===== config.mk =====
export PLATFORM = sky130hd
export DESIGN_NAME = inst_axi_rd_bridge_flat
export DESIGN_NICKNAME = d
export VERILOG_FILES = /design/src/rtl/axi_pkg.sv /design/src/rtl/inst_axi_rd_bridge_if.sv /design/src/rtl/kseg_addr_map.sv /design/src/rtl/inst_axi_rd_bridge.sv /design/src/flat_wrapper.sv
export SDC_FILE = /design/constraint.sdc
export NUM_CORES = 1
export LEC_CHECK = 0
export ABC_AREA = 0
export BUFFER_PORTS_ARGS = -buffer_cell sky130_fd_sc_hd__buf_4
export CAP_MARGIN = 30
export CORE_MARGIN = 1.5
export CORE_UTILIZATION = 30
export DETAILED_ROUTE_END_ITERATION = 12
export GPL_TIMING_DRIVEN = 0
export PLACE_DENSITY = 0.84
export SYNTH_ARGS = -nofsm -noshare
export SYNTH_HDL_FRONTEND = slang
export SYNTH_SLANG_ARGS = --single-unit

===== constraint.sdc =====
create_clock -name clk -period 2.6 [get_ports clk]
set_input_delay 0.13 -clock clk [delete_from_list [all_inputs] [get_ports clk]]
set_output_delay 0.13 -clock clk [all_outputs]
set_load 0.005 [all_outputs]

===== src/rtl/axi_pkg.sv =====
`default_nettype none
// ============================================================================
// Module   : axi_pkg
// Purpose  : AXI3 encodings and the instruction read bridge state type.
// Revision : 1.0
// ============================================================================
package axi_pkg;

    localparam logic [1:0] AXI_BURST_INCR = 2'b01;
    localparam logic [1:0] AXI_RESP_OKAY  = 2'b00;

    localparam logic [2:0] AXI_SIZE_1B = 3'b000;
    localparam logic [2:0] AXI_SIZE_2B = 3'b001;
    localparam logic [2:0] AXI_SIZE_4B = 3'b010;

    typedef enum logic [1:0] {
        ST_IDLE = 2'd0,
        ST_AR   = 2'd1,
        ST_R    = 2'd2,
        ST_WACK = 2'd3
    } ibr_state_t;

    // SRAM-like size 3 has no wider AXI meaning on a 32-bit bus, so it reads a word
    function automatic logic [2:0] sram_to_axi_size(input logic [1:0] i_size);
        logic [2:0] w_sz;
        case (i_size)
            2'd0:    w_sz = AXI_SIZE_1B;
            2'd1:    w_sz = AXI_SIZE_2B;
            default: w_sz = AXI_SIZE_4B;
        endcase
        return w_sz;
    endfunction

endpackage
`default_nettype wire


===== src/rtl/inst_axi_rd_bridge_if.sv =====
`default_nettype none
// ============================================================================
// Module   : inst_axi_rd_bridge_if
// Purpose  : SRAM-like miss port plus AXI3 AR/R channels of the I-side bridge.
// Revision : 1.0
// ============================================================================
interface inst_axi_rd_bridge_if #(
    parameter int ADDR_W = 32
) ();

    logic              req;
    logic              wr;
    logic [1:0]        size;
    logic [ADDR_W-1:0] addr;
    logic [31:0]       wdata;
    logic [31:0]       rdata;
    logic              addr_ok;
    logic              data_ok;
    logic              bus_err;

    logic [3:0]        arid;
    logic [ADDR_W-1:0] araddr;
    logic [3:0]        arlen;
    logic [2:0]        arsize;
    logic [1:0]        arburst;
    logic [1:0]        arlock;
    logic [3:0]        arcache;
    logic [2:0]        arprot;
    logic              arvalid;
    logic              arready;

    logic [3:0]        rid;
    logic [31:0]       rdata_axi;
    logic [1:0]        rresp;
    logic              rlast;
    logic              rvalid;
    logic              rready;

    // The bridge itself: SRAM-like slave toward the cache, AXI master toward the bus
    modport master (
        input  req, wr, size, addr, wdata,
        output rdata, addr_ok, data_ok, bus_err,
        output arid, araddr, arlen, arsize, arburst, arlock, arcache, arprot, arvalid,
        input  arready,
        input  rid, rdata_axi, rresp, rlast, rvalid,
        output rready
    );

    modport slave (
        output req, wr, size, addr, wdata,
        input  rdata, addr_ok, data_ok, bus_err,
        input  arid, araddr, arlen, arsize, arburst, arlock, arcache, arprot, arvalid,
        output arready,
        output rid, rdata_axi, rresp, rlast, rvalid,
        input  rready
    );

endinterface
`default_nettype wire


===== src/rtl/kseg_addr_map.sv =====
`default_nettype none
// ============================================================================
// Module   : kseg_addr_map
// Purpose  : MIPS kseg0/kseg1 virtual-to-physical fold (clears bits [31:29]).
// Revision : 1.0
// ============================================================================
module kseg_addr_map #(
    parameter int ADDR_W = 32
) (
    input  wire logic [ADDR_W-1:0] i_vaddr,
    output logic      [ADDR_W-1:0] o_paddr
);

    // 0x8000_0000..0xBFFF_FFFF is exactly the region with top bits 2'b10
    always_comb begin
        o_paddr = i_vaddr;
        if (i_vaddr[31:30] == 2'b10) begin
            o_paddr[31:29] = 3'b000;
        end
    end

endmodule
`default_nettype wire


===== src/rtl/inst_axi_rd_bridge.sv =====
`default_nettype none
// ============================================================================
// Module   : inst_axi_rd_bridge
// Purpose  : One-outstanding, single-beat AXI3 read bridge for I-cache misses.
//            Define IBRIDGE_KSEG_MAP_EN to fold kseg0/kseg1 addresses.
// Revision : 1.0
// ============================================================================
module inst_axi_rd_bridge
    import axi_pkg::*;
#(
    parameter logic [3:0] ARID_VAL = 4'd0,
    parameter int         ADDR_W   = 32
) (
    input  wire logic             clk,
    input  wire logic             rst,
    inst_axi_rd_bridge_if.master  bus
);

    ibr_state_t        r_state;
    logic              r_arvalid;
    logic              r_rready;
    logic [ADDR_W-1:0] r_araddr;
    logic [2:0]        r_arsize;

    logic [ADDR_W-1:0] w_paddr;
    logic              w_ar_hs;
    logic              w_r_done;
    logic              w_wack;
    logic              w_unused_ok;

`ifdef IBRIDGE_KSEG_MAP_EN
    kseg_addr_map #(
        .ADDR_W (ADDR_W)
    ) u_kseg_addr_map (
        .i_vaddr (bus.addr),
        .o_paddr (w_paddr)
    );
`else
    assign w_paddr = bus.addr;
`endif

    assign w_ar_hs  = r_arvalid & bus.arready;
    assign w_r_done = r_rready & bus.rvalid & bus.rlast;
    assign w_wack   = (r_state == ST_WACK);

    // rid needs no matching with a single transaction in flight
    assign w_unused_ok = ^{bus.wdata, bus.rid};

    always_ff @(posedge clk) begin
        if (rst) begin
            r_state   <= ST_IDLE;
            r_arvalid <= 1'b0;
            r_rready  <= 1'b0;
            r_araddr  <= '0;
            r_arsize  <= AXI_SIZE_4B;
        end else begin
            case (r_state)
                ST_IDLE: begin
                    if (bus.req) begin
                        if (bus.wr) begin
                            r_state <= ST_WACK;
                        end else begin
                            r_araddr  <= w_paddr;
                            r_arsize  <= sram_to_axi_size(bus.size);
                            r_arvalid <= 1'b1;
                            r_state   <= ST_AR;
                        end
                    end
                end
                ST_AR: begin
                    if (w_ar_hs) begin
                        r_arvalid <= 1'b0;
                        r_rready  <= 1'b1;
                        r_state   <= ST_R;
                    end
                end
                ST_R: begin
                    // A beat without rlast is a slave protocol error and is dropped
                    if (w_r_done) begin
                        r_rready <= 1'b0;
                        r_state  <= ST_IDLE;
                    end
                end
                ST_WACK: begin
                    r_state <= ST_IDLE;
                end
                default: begin
                    r_state <= ST_IDLE;
                end
            endcase
        end
    end

    assign bus.addr_ok = w_ar_hs | w_wack;
    assign bus.data_ok = w_r_done | w_wack;
    assign bus.bus_err = (w_r_done & (bus.rresp != AXI_RESP_OKAY)) | w_wack;
    assign bus.rdata   = w_r_done ? bus.rdata_axi : 32'h0;

    assign bus.arid    = ARID_VAL;
    assign bus.araddr  = r_araddr;
    assign bus.arlen   = 4'd0;
    assign bus.arsize  = r_arsize;
    assign bus.arburst = AXI_BURST_INCR;
    assign bus.arlock  = 2'b00;
    assign bus.arcache = 4'd0;
    assign bus.arprot  = 3'd0;
    assign bus.arvalid = r_arvalid;
    assign bus.rready  = r_rready;

endmodule
`default_nettype wire


===== src/flat_wrapper.sv =====
// flat-port wrapper written by rule: the top's interface ports become plain ports
module inst_axi_rd_bridge_flat import axi_pkg::*;
#(
    parameter logic [3:0] ARID_VAL = 4'd0,
    parameter int         ADDR_W   = 32
)
  (clk, rst, bus_req, bus_wr, bus_size, bus_addr, bus_wdata, bus_rdata, bus_addr_ok, bus_data_ok, bus_bus_err, bus_arid, bus_araddr, bus_arlen, bus_arsize, bus_arburst, bus_arlock, bus_arcache, bus_arprot, bus_arvalid, bus_arready, bus_rid, bus_rdata_axi, bus_rresp, bus_rlast, bus_rvalid, bus_rready);
  inst_axi_rd_bridge_if #(.ADDR_W(ADDR_W)) bus_i ();
  input  wire logic clk;
  input  wire logic rst;
  input wire logic [$bits(bus_i.req)-1:0] bus_req;
  input wire logic [$bits(bus_i.wr)-1:0] bus_wr;
  input wire logic [$bits(bus_i.size)-1:0] bus_size;
  input wire logic [$bits(bus_i.addr)-1:0] bus_addr;
  input wire logic [$bits(bus_i.wdata)-1:0] bus_wdata;
  output wire logic [$bits(bus_i.rdata)-1:0] bus_rdata;
  output wire logic [$bits(bus_i.addr_ok)-1:0] bus_addr_ok;
  output wire logic [$bits(bus_i.data_ok)-1:0] bus_data_ok;
  output wire logic [$bits(bus_i.bus_err)-1:0] bus_bus_err;
  output wire logic [$bits(bus_i.arid)-1:0] bus_arid;
  output wire logic [$bits(bus_i.araddr)-1:0] bus_araddr;
  output wire logic [$bits(bus_i.arlen)-1:0] bus_arlen;
  output wire logic [$bits(bus_i.arsize)-1:0] bus_arsize;
  output wire logic [$bits(bus_i.arburst)-1:0] bus_arburst;
  output wire logic [$bits(bus_i.arlock)-1:0] bus_arlock;
  output wire logic [$bits(bus_i.arcache)-1:0] bus_arcache;
  output wire logic [$bits(bus_i.arprot)-1:0] bus_arprot;
  output wire logic [$bits(bus_i.arvalid)-1:0] bus_arvalid;
  input wire logic [$bits(bus_i.arready)-1:0] bus_arready;
  input wire logic [$bits(bus_i.rid)-1:0] bus_rid;
  input wire logic [$bits(bus_i.rdata_axi)-1:0] bus_rdata_axi;
  input wire logic [$bits(bus_i.rresp)-1:0] bus_rresp;
  input wire logic [$bits(bus_i.rlast)-1:0] bus_rlast;
  input wire logic [$bits(bus_i.rvalid)-1:0] bus_rvalid;
  output wire logic [$bits(bus_i.rready)-1:0] bus_rready;
  assign bus_i.req = bus_req;
  assign bus_i.wr = bus_wr;
  assign bus_i.size = bus_size;
  assign bus_i.addr = bus_addr;
  assign bus_i.wdata = bus_wdata;
  assign bus_rdata = bus_i.rdata;
  assign bus_addr_ok = bus_i.addr_ok;
  assign bus_data_ok = bus_i.data_ok;
  assign bus_bus_err = bus_i.bus_err;
  assign bus_arid = bus_i.arid;
  assign bus_araddr = bus_i.araddr;
  assign bus_arlen = bus_i.arlen;
  assign bus_arsize = bus_i.arsize;
  assign bus_arburst = bus_i.arburst;
  assign bus_arlock = bus_i.arlock;
  assign bus_arcache = bus_i.arcache;
  assign bus_arprot = bus_i.arprot;
  assign bus_arvalid = bus_i.arvalid;
  assign bus_i.arready = bus_arready;
  assign bus_i.rid = bus_rid;
  assign bus_i.rdata_axi = bus_rdata_axi;
  assign bus_i.rresp = bus_rresp;
  assign bus_i.rlast = bus_rlast;
  assign bus_i.rvalid = bus_rvalid;
  assign bus_rready = bus_i.rready;
  inst_axi_rd_bridge #(.ARID_VAL(ARID_VAL), .ADDR_W(ADDR_W)) u_core (.clk(clk), .rst(rst), .bus(bus_i));
endmodule

======== After elaboration in Yosys (flattened, before gate mapping) ========
Index checks and enable logic that the tools add are counted.
operators by class
  equal/unequal tests ..................... 8
  multiplexer cells ....................... 14
  bitwise operators ....................... 8
  reductions and logical operators ........ 9
operator list
  kind                                                    number
  2-to-1 mux 32 bit                                       1
  AND reduction 3 bit                                     3
  2-to-1 mux 2 bit                                        4
  one-hot mux 2 bit (4 select lines)                      1
  nonzero test 2 bit                                      3
  2-to-1 mux 1 bit                                        5
  AND 1 bit                                               4
  == test 2 x 1 -> 1 bit (second input constant)          2
  == test 2 bit (second input constant)                   2
  zero test 2 bit                                         2
  inequality test 2 x 1 -> 1 bit (second input constant)  2
  inequality test 2 bit (second input constant)           2
  one-hot mux 1 bit (2 select lines)                      2
  one-hot mux 2 bit (2 select lines)                      1
  AND reduction 4 bit                                     1
  bitwise OR 1 bit                                        3
  inverter 1 bit                                          1
word-level totals
  flip-flop bits (word level) ............. 39
  input bits .............................. 111
  word-level logic and storage cells ...... 44

======== Depth between registers and ports, before layout ========
Gate-level depths: netlist (run 1).
  depth after elaboration ................. 4
  depth in mapped cells ................... 6
  mapped depth without buffers ............ 3

======== Least setup slack after synthesis (run 1) ========
Ideal clock, no wire load.
  path type ............................... flip-flop to flip-flop
  from .................................... register u_core.r_state[0]
  to ...................................... register u_core.r_araddr[19], in the netlist u_core.bus.araddr[19]
  setup time .............................. 0.132 ns
  arrival time ............................ 1.309 ns
  required time ........................... 2.468 ns
  setup slack ............................. 1.159 ns
  stages on the path, launching flop included .. 7
  path buffers ............................ 3
  clock period less this slack ............ 1.441 ns
  cell sequence ........................... dfxtp_1 buf_4 or4b_4 buf_6 buf_6 nand2_1 a21oi_1
between the ends
  cells in the longest elaborated chain, start to end .. 2
RTL lines
  element                               RTL line                  RTL
  start: declaration                    inst_axi_rd_bridge.sv:19  ibr_state_t r_state;
  start signal: assignment              inst_axi_rd_bridge.sv:51  r_state <= ST_IDLE;
  start signal: assignment              inst_axi_rd_bridge.sv:61  r_state <= ST_WACK;
  start signal: assignment              inst_axi_rd_bridge.sv:66  r_state <= ST_AR;
  zero test 2 bit                       inst_axi_rd_bridge.sv:57  case (r_state)
  AND reduction 3 bit (no source line)  -
  end signal: assignment                inst_axi_rd_bridge.sv:63  r_araddr <= w_paddr;
  end: declaration                      inst_axi_rd_bridge.sv:22  logic [ADDR_W-1:0] r_araddr;
No other way between the ends.
A chain may end at the register's enable or synchronous reset.

======== Worst setup path after layout (run 1) ========
  from .................................... register u_core.r_rready, in the netlist u_core.bus.rready
  to ...................................... output bus_rdata[30]
between the ends
  cells in the longest elaborated chain, start to end .. 3
RTL lines
  element                   RTL line                  RTL
  start: declaration        inst_axi_rd_bridge.sv:21  logic r_rready;
  start signal: assignment  inst_axi_rd_bridge.sv:53  r_rready <= 1'b0;
  start signal: assignment  inst_axi_rd_bridge.sv:73  r_rready <= 1'b1;
  start signal: assignment  inst_axi_rd_bridge.sv:80  r_rready <= 1'b0;
  AND 1 bit (2 in series)   inst_axi_rd_bridge.sv:43  assign w_r_done = r_rready & bus.rvalid & bus.rlast;
  2-to-1 mux 32 bit         inst_axi_rd_bridge.sv:97  assign bus.rdata = w_r_done ? bus.rdata_axi : 32'h0;
  end: declaration          flat_wrapper.sv:16        output wire logic [$bits(bus_i.rdata)-1:0] bus_rdata;
No other way between the ends.

==> metrics.yaml, run 1 <==
clock_tree:
  cts_tree: "built"
  htreeDepth: 2
  numCtsBuffers: 5
  cts.path.max_buffers: 2
  clkTransAtPathRegs_ns: 0.06
  clk-insertion-delay-late_ns: 0.28
  post_cts_resized: 0
  post_cts_buffers: 0
  clock-sinks: 38
  root_buffer: "clkbuf_8"
  cts_hold_buf: 0
detailed_routing:
  wl_per_cell_um: 11.5
  drc: 0
  vias_per_cell: 4.31
  vias: 2063
  drtAntennaViolNets: 0
  first_pass_iters: 4
  drtIter0Drc: 44
  drt-total-wl_um: 5510
sta:
  fin_ws_ns: 0.969
  finalHoldViolations: 0
  finalSetupTns_ns: 0
  fin_crit_ns: 1.63
  setup_viol: 0
  fin_crit_sh_pct: 62.7
  finClkSkew_ns: 0.00812
  rsz0062_at_grt: "false"
  clock.fmax_mhz: 613
  drv_slew: 0
synth:
  ys.flop_type: "dfxtp_1"
  yosysUniqueCellTypes: 24
  seq_area_frac_synth_pct: 41.9
  synthArstFlopShare_pct: 0
  syn_area_sq_um: 1820
  ys_warn_count: 0
  synthCells: 235
  synth_top_area_cell: "dfxtp_1"
  yosysTopAreaCellShare_pct: 41.9
  synth-edff-count: 0
  syn_avg_cell_area_sq_um: 7.73
  synthTopCellsByArea: "dfxtp_1 42%, nand2_1 14%, and2_1 11%"
  ys_ff_latch: 38
min_path:
  hold_class: "in -> reg"
final_layout:
  final_cells: 479
  finalNetCount: 515
  areaGrowthSynthToFinish_pct: 74.6
  antenna_cells: 0
  finalCoreUtilization_pct: 53.9
  drive_above_1_share_pct: 45.3
global_routing:
  grt_max_degree: 12
  grt_pass1_wl_um: 8290
  antenna_found_initial: 0
  grt_pass1_vias: 1960
  track_usage_pct: 16.2
  grt.overflow.total: 0
critical_path:
  path_cells: "and3_1, clkbuf_1, and2_1, buf_4"
  path_class: "reg -> out"
  cp.required_ns: 2.47
  end_kind: "primary output"
  cp_num_buf_inv: 2
  critical-path-top-delay-family: "simple AND/OR/NAND/NOR gates"
  cp_data_arrival_time_ns: 1.50
  critPathLaunchType: "flop"
  critical-path-max-stage-delay_ns: 0.38
  crit_fanout: 10
  crit_slowest_cell: "dfxtp_1"
power:
  p_leak_nw: 1.60
  clkPwrFrac_pct: 35.0
  swShare_pct: 23.1
  p_int_mw: 1.11
  p_seq_share_pct: 43.9
  ir_drop_v: 0.000385
  p_switching_uw: 332
  p_comb_share_pct: 21.0
  power_density_nw_per_um2: 453
die:
  dieHeight_um: 80.8
  initial_utilization_pct: 30.9
  row_count: 28
  coreArea_sq_um: 5890
  chipWidth_um: 80.8
  ios: 202
  die_area_sq_um: 6530
placement:
  routabilityCongestion: 0.759
  place_ws_ns: 0.988
  dp_cells: 472
  io_buffer_count: 144
  dp_hpwl_um: 4520
run_status:
  status: "finished, final reports clean"
flow_run:
  cap_violations: 0
==> path summary, 6_finish.rpt <==
kind / from / endpoint / slack, ns / cells after the start
worst max-delay path: u_core.bus.rready / bus_rdata[30] / 0.97 / 4
worst min-delay path: bus_size[1] / u_core.bus.arsize[1] / 0.07 / 3
worst max register to register: u_core.r_state[0] / u_core.bus.araddr[9] / 1.07 / 6
worst min register to register: u_core.bus.araddr[17] / u_core.bus.araddr[17] / 0.45 / 2
==> layout make-up <==
cell class              instances  area [sq um]
clock inverters                 1          30.0
fillers                       572          2710
well taps                      75          93.8
multi-input cells             179           868
plain buffers                  36           255
clock buffers                   6          82.6
flip-flops and latches         38           761
repair buffers                144          1080
==> layer usage <==
metal	wire length (um)	track usage [%]	vias up
li1	-	-	1042
met1	1910	15.7	905
met2	2860	31.3	106
met3	659	5.28	10
met4	83	6.21	0
met5	0	0	-
==> Yosys cell counts (all sizes together) (2+ instances only) <==
cell / n
o21ai: 3
and3: 2
and2: 32
nor2b: 2
nand3b: 2
nor3: 2
conb: 2
nor2: 4
buf: 30
nand2: 71
clkbuf: 6
a21oi: 34
dfxtp: 38
==> worst min-delay path, cell delays in order <==
cell      delay (ns)
buf_4           0.08
nand2_1         0.04
nand3b_1        0.07
==> kinds of logic (layout without fill, tap and decap cells) <==
| logic type | after synthesis | count (layout) | synth area share [%] |
|---|---|---|---|
| other | 2 | 20 | 0.413 |
| AND/OR/NAND/NOR | 120 | 120 | 32.6 |
| flip-flops | 38 | 38 | 41.9 |
| buffers and inverters | 36 | 187 | 14.0 |
| AO/OA/AOI/OAI | 39 | 39 | 11.1 |
==> cells in the final DEF, fill, tap and decap left out <==
master / n
nor3_1: 2
buf_6: 5
bufinv_16: 1
buf_1: 1
nor2b_1: 2
and3_1: 2
or4b_4: 1
nor4b_4: 1
buf_2: 3
nand2_2: 1
clkbuf_1: 6
a2bb2oi_1: 1
conb_1: 20
nand3_1: 1
nor4_1: 1
o21ai_0: 3
nand2_1: 70
clkbuf_8: 6
and2_1: 32
a21oi_1: 34
nor2_1: 4
o21bai_1: 1
nand4b_1: 1
dfxtp_1: 38
buf_4: 165
nand3b_1: 2
==> power by group through the flow <==
| stage | clock network (mW) | registers [mW] | logic [mW] |
|---|---|---|---|
| floorplan | 0 | 0.646 | 0.133 |
| global placement | 0 | 0.643 | 0.300 |
| detailed placement | 0 | 0.645 | 0.305 |
| CTS | 0.527 | 0.631 | 0.306 |
| global route | 0.542 | 0.635 | 0.336 |
| finish | 0.503 | 0.631 | 0.302 |
==> through the flow <==
stage	power (mW)	area (sq um)	hold slack [ns]
2_1_floorplan	0.779	1880	0.254
3_3_place_gp	0.943	3060	0.347
3_5_place_dp	0.950	3060	0.354
4_1_cts	1.46	3170	0.0578
5_1_grt	1.51	3170	0.0689
6_report	1.44	3170	0.0738
==> registers in the layout, indices dropped and copies added, names as in the netlist <==
| signal | flops |
|---|---|
| u_core.r_state | 2 |
| u_core.bus.arsize | 2 |
| u_core.bus.araddr | 32 |
| u_core.bus.arvalid | 1 |
| u_core.bus.rready | 1 |
Power figures use the tool's default switching activity.
==> run 2: changes to the inputs <==
PLACE_DENSITY = 0.87   (was 0.84)
clock period = 1.4 ns   (was 2.6 ns; I/O delays follow)
==> run 2 against run 1 <==
Effect of this change: first-iteration DRC count rose by 68%; sequential power is 90% higher; die area did not move; flip-flop and latch count stayed put; global-route usage grew 0.23 points; via count is 2.1% higher; largest cell class unchanged.
==> metrics.yaml, run 2 (synthesis results as in run 1) <==
global_routing:
  grt.overflow.total: 0  # unchanged
  grt_max_degree: 12  # unchanged
  track_usage_pct: 16.4  # was 16.2%
  antenna_found_initial: 0  # unchanged
  grt_pass1_vias: 1838  # was 1,960
  grt_pass1_wl_um: 8320  # was 8290 um
power:
  p_leak_nw: 1.68  # was 1.60 nW
  power_density_nw_per_um2: 815  # was 453 nW/um^2
  p_total_mw: 2.78  # was 1.44 mW
  ir_drop_v: 0.000619  # was 0.000385 V
die:
  row_count: 28  # unchanged
  die_area_sq_um: 6530  # unchanged
  coreArea_sq_um: 5890  # unchanged
  ios: 202  # unchanged
  initial_utilization_pct: 30.9  # unchanged
  dieHeight_um: 80.8  # unchanged
  chipWidth_um: 80.8  # unchanged
sta:
  drv_slew: 0  # unchanged
  tightest_slew_ns: 0.702
  finClkSkew_ns: 0.00845  # was 0.00812 ns
  finalHoldViolations: 0  # unchanged
  clock.fmax_mhz: 714
  setup_viol: 0  # unchanged
  whs_ns: 0.0254  # was 0.0738 ns
  fin_ws_ns: 0.000283  # was 0.969 ns
  fin_crit_ns: 1.40
  finalSetupTns_ns: 0  # unchanged
  rsz0062_at_grt: "true"  # was false
  fin_crit_sh_pct: 100
  max-slew-margin-rel_pct: 53.2
critical_path:
  crit_slowest_cell: "or4b_4"  # was dfxtp_1
  rr_worst_depth: 4  # was 6
  path_cells: "or4b_4, clkbuf_16, nand2_4, a21oi_2"  # was and3_1, clkbuf_1, and2_1, buf_4
  cp.required_ns: 1.55  # was 2.47 ns
  r2r_end: "u_core.bus.araddr[12]"  # was u_core.bus.araddr[9]
  rrSetupSlack_ns: 0.0003  # was 1.07 ns
  startpoint: "u_core.r_state[0]"  # was u_core.bus.rready
  cp_data_arrival_time_ns: 1.55  # was 1.50 ns
  r2r-start: "u_core.r_state[0]"  # unchanged
  critical-path-top-delay-family: "simple AND/OR/NAND/NOR gates"  # unchanged
  cp_num_buf_inv: 1  # was 2
  path_class: "reg -> reg"  # was reg -> out
  critical-path-max-stage-delay_ns: 0.59  # was 0.38 ns
  crit_fanout: 5  # was 10
  end_kind: "flop"  # was primary output
  critPathLaunchType: "flop"  # unchanged
final_layout:
  final_area_sq_um: 3410  # was 3170 sq um
  final_common_cell: "buf_4"  # unchanged
  antenna_cells: 0  # unchanged
  largest_register_ffs: 32  # unchanged
  layout_common_cells: "172 x buf_4, 55 x nand2_1, 35 x dfxtp_1, 32 x and2_1"  # was 165 x buf_4, 70 x nand2_1, 38 x dfxtp_1, 34 x a21oi_1, 32 x and2_1
  finalNetCount: 519  # was 515
  drive_above_1_share_pct: 54.4  # was 45.3%
  final_cells: 483  # was 479
  areaGrowthSynthToFinish_pct: 87.5  # was 74.6%
  finalCoreUtilization_pct: 57.9  # was 53.9%
min_path:
  min_path_cells: 3  # unchanged
  hold_class: "in -> reg"  # unchanged
  min_from: "bus_addr[27]"  # was bus_size[1]
  hold_end: "u_core.bus.araddr[27]"  # was u_core.bus.arsize[1]
detailed_routing:
  drt-total-wl_um: 6030  # was 5510 um
  vias: 2106  # was 2,063
  drc: 0  # unchanged
  wl_per_cell_um: 12.5  # was 11.5 um
  vias_per_cell: 4.36  # was 4.31
  drtIter0Drc: 74  # was 44
  first_pass_iters: 4  # unchanged
  drtAntennaViolNets: 0  # unchanged
clock_tree:
  clk-insertion-delay-late_ns: 0.28  # about the same
  clkTransAtPathRegs_ns: 0.08  # was 0.06 ns
  clock-sinks: 38  # unchanged
  cts_tree: "built"  # unchanged
  htreeDepth: 2  # unchanged
  numCtsBuffers: 5  # unchanged
  root_buffer: "clkbuf_8"  # unchanged
  cts.path.max_buffers: 2  # unchanged
placement:
  routabilityCongestion: 0.688  # was 0.759
  place_ws_ns: -0.163  # was 0.988 ns
  dp_hpwl_um: 4550  # was 4520 um
  io_buffer_count: 144  # unchanged
  post_dp_cell_area_sq_um: 3060  # about the same
  dp_cells: 472  # unchanged
run_status:
  status: "finished, final reports clean"  # unchanged
flow_run:
  cap_violations: 0  # unchanged
-- run 2: changes by cell type in the layout (fill, tap and decap cells not counted), sizes merged --
cell / delta
or4b: +1
buf: +3
dlygate4sd3: +1
clkbuf: -1
-- run 2: layout make-up --
class                      count  area (sq um)
buffer                        32           238
clock buffer                   6          82.6
clock inverter                 1          30.0
fill                         526          2480
multi-input combinational    180          1040
sequential                    38           772
tap                           75          93.8
timing repair buffer         151          1150
-- run 2: power breakdown --
group | internal [mW] | switching (mW) | leakage (nW) | total [mW]
combinational | 0.382 | 0.244 | 1.31 | 0.626
clock | 0.570 | 0.385 | 0.0573 | 0.955
sequential | 1.14 | 0.0541 | 0.312 | 1.20
-- run 2: worst reg2reg max path, stage by stage (launching register included) --
cell and delay, ns:
dfxtp_4 0.37, or4b_4 0.59, clkbuf_16 0.21, nand2_4 0.05, a21oi_2 0.04
-- run 2: worst max-delay path by stage --
stage	to	cells after the start	slack (ns)
final	u_core.bus.araddr[12]	4	0.0003
after CTS	u_core.bus.araddr[18]	4	0.002
after floorplan	u_core.bus.araddr[19]	6	-0.01
after global routing	u_core.bus.araddr[23]	4	-0.05
after detailed placement	u_core.bus.araddr[21]	5	-0.16
after global placement	u_core.bus.araddr[6]	5	-0.15
-- run 2: metal layers --
layer | global-route usage (%) | vias up | wire (um)
met1 | 17.3 | 936 | 2250
met2 | 32.3 | 107 | 3160
met5 | 0 | - | 0
li1 | - | 1058 | -
met4 | 3.10 | 0 | 35
met3 | 4.61 | 5 | 590
-- run 2: repair_timing --
item                                    in CTS  in global routing
endpoints found under the setup margin      61                 60
hold endpoints to repair                     1                  0
hold buffers                                 1                  0
resized for setup                           10                 55
pin swaps                                    1                  0
setup buffers                                4                  0
cloned                                       1                  2
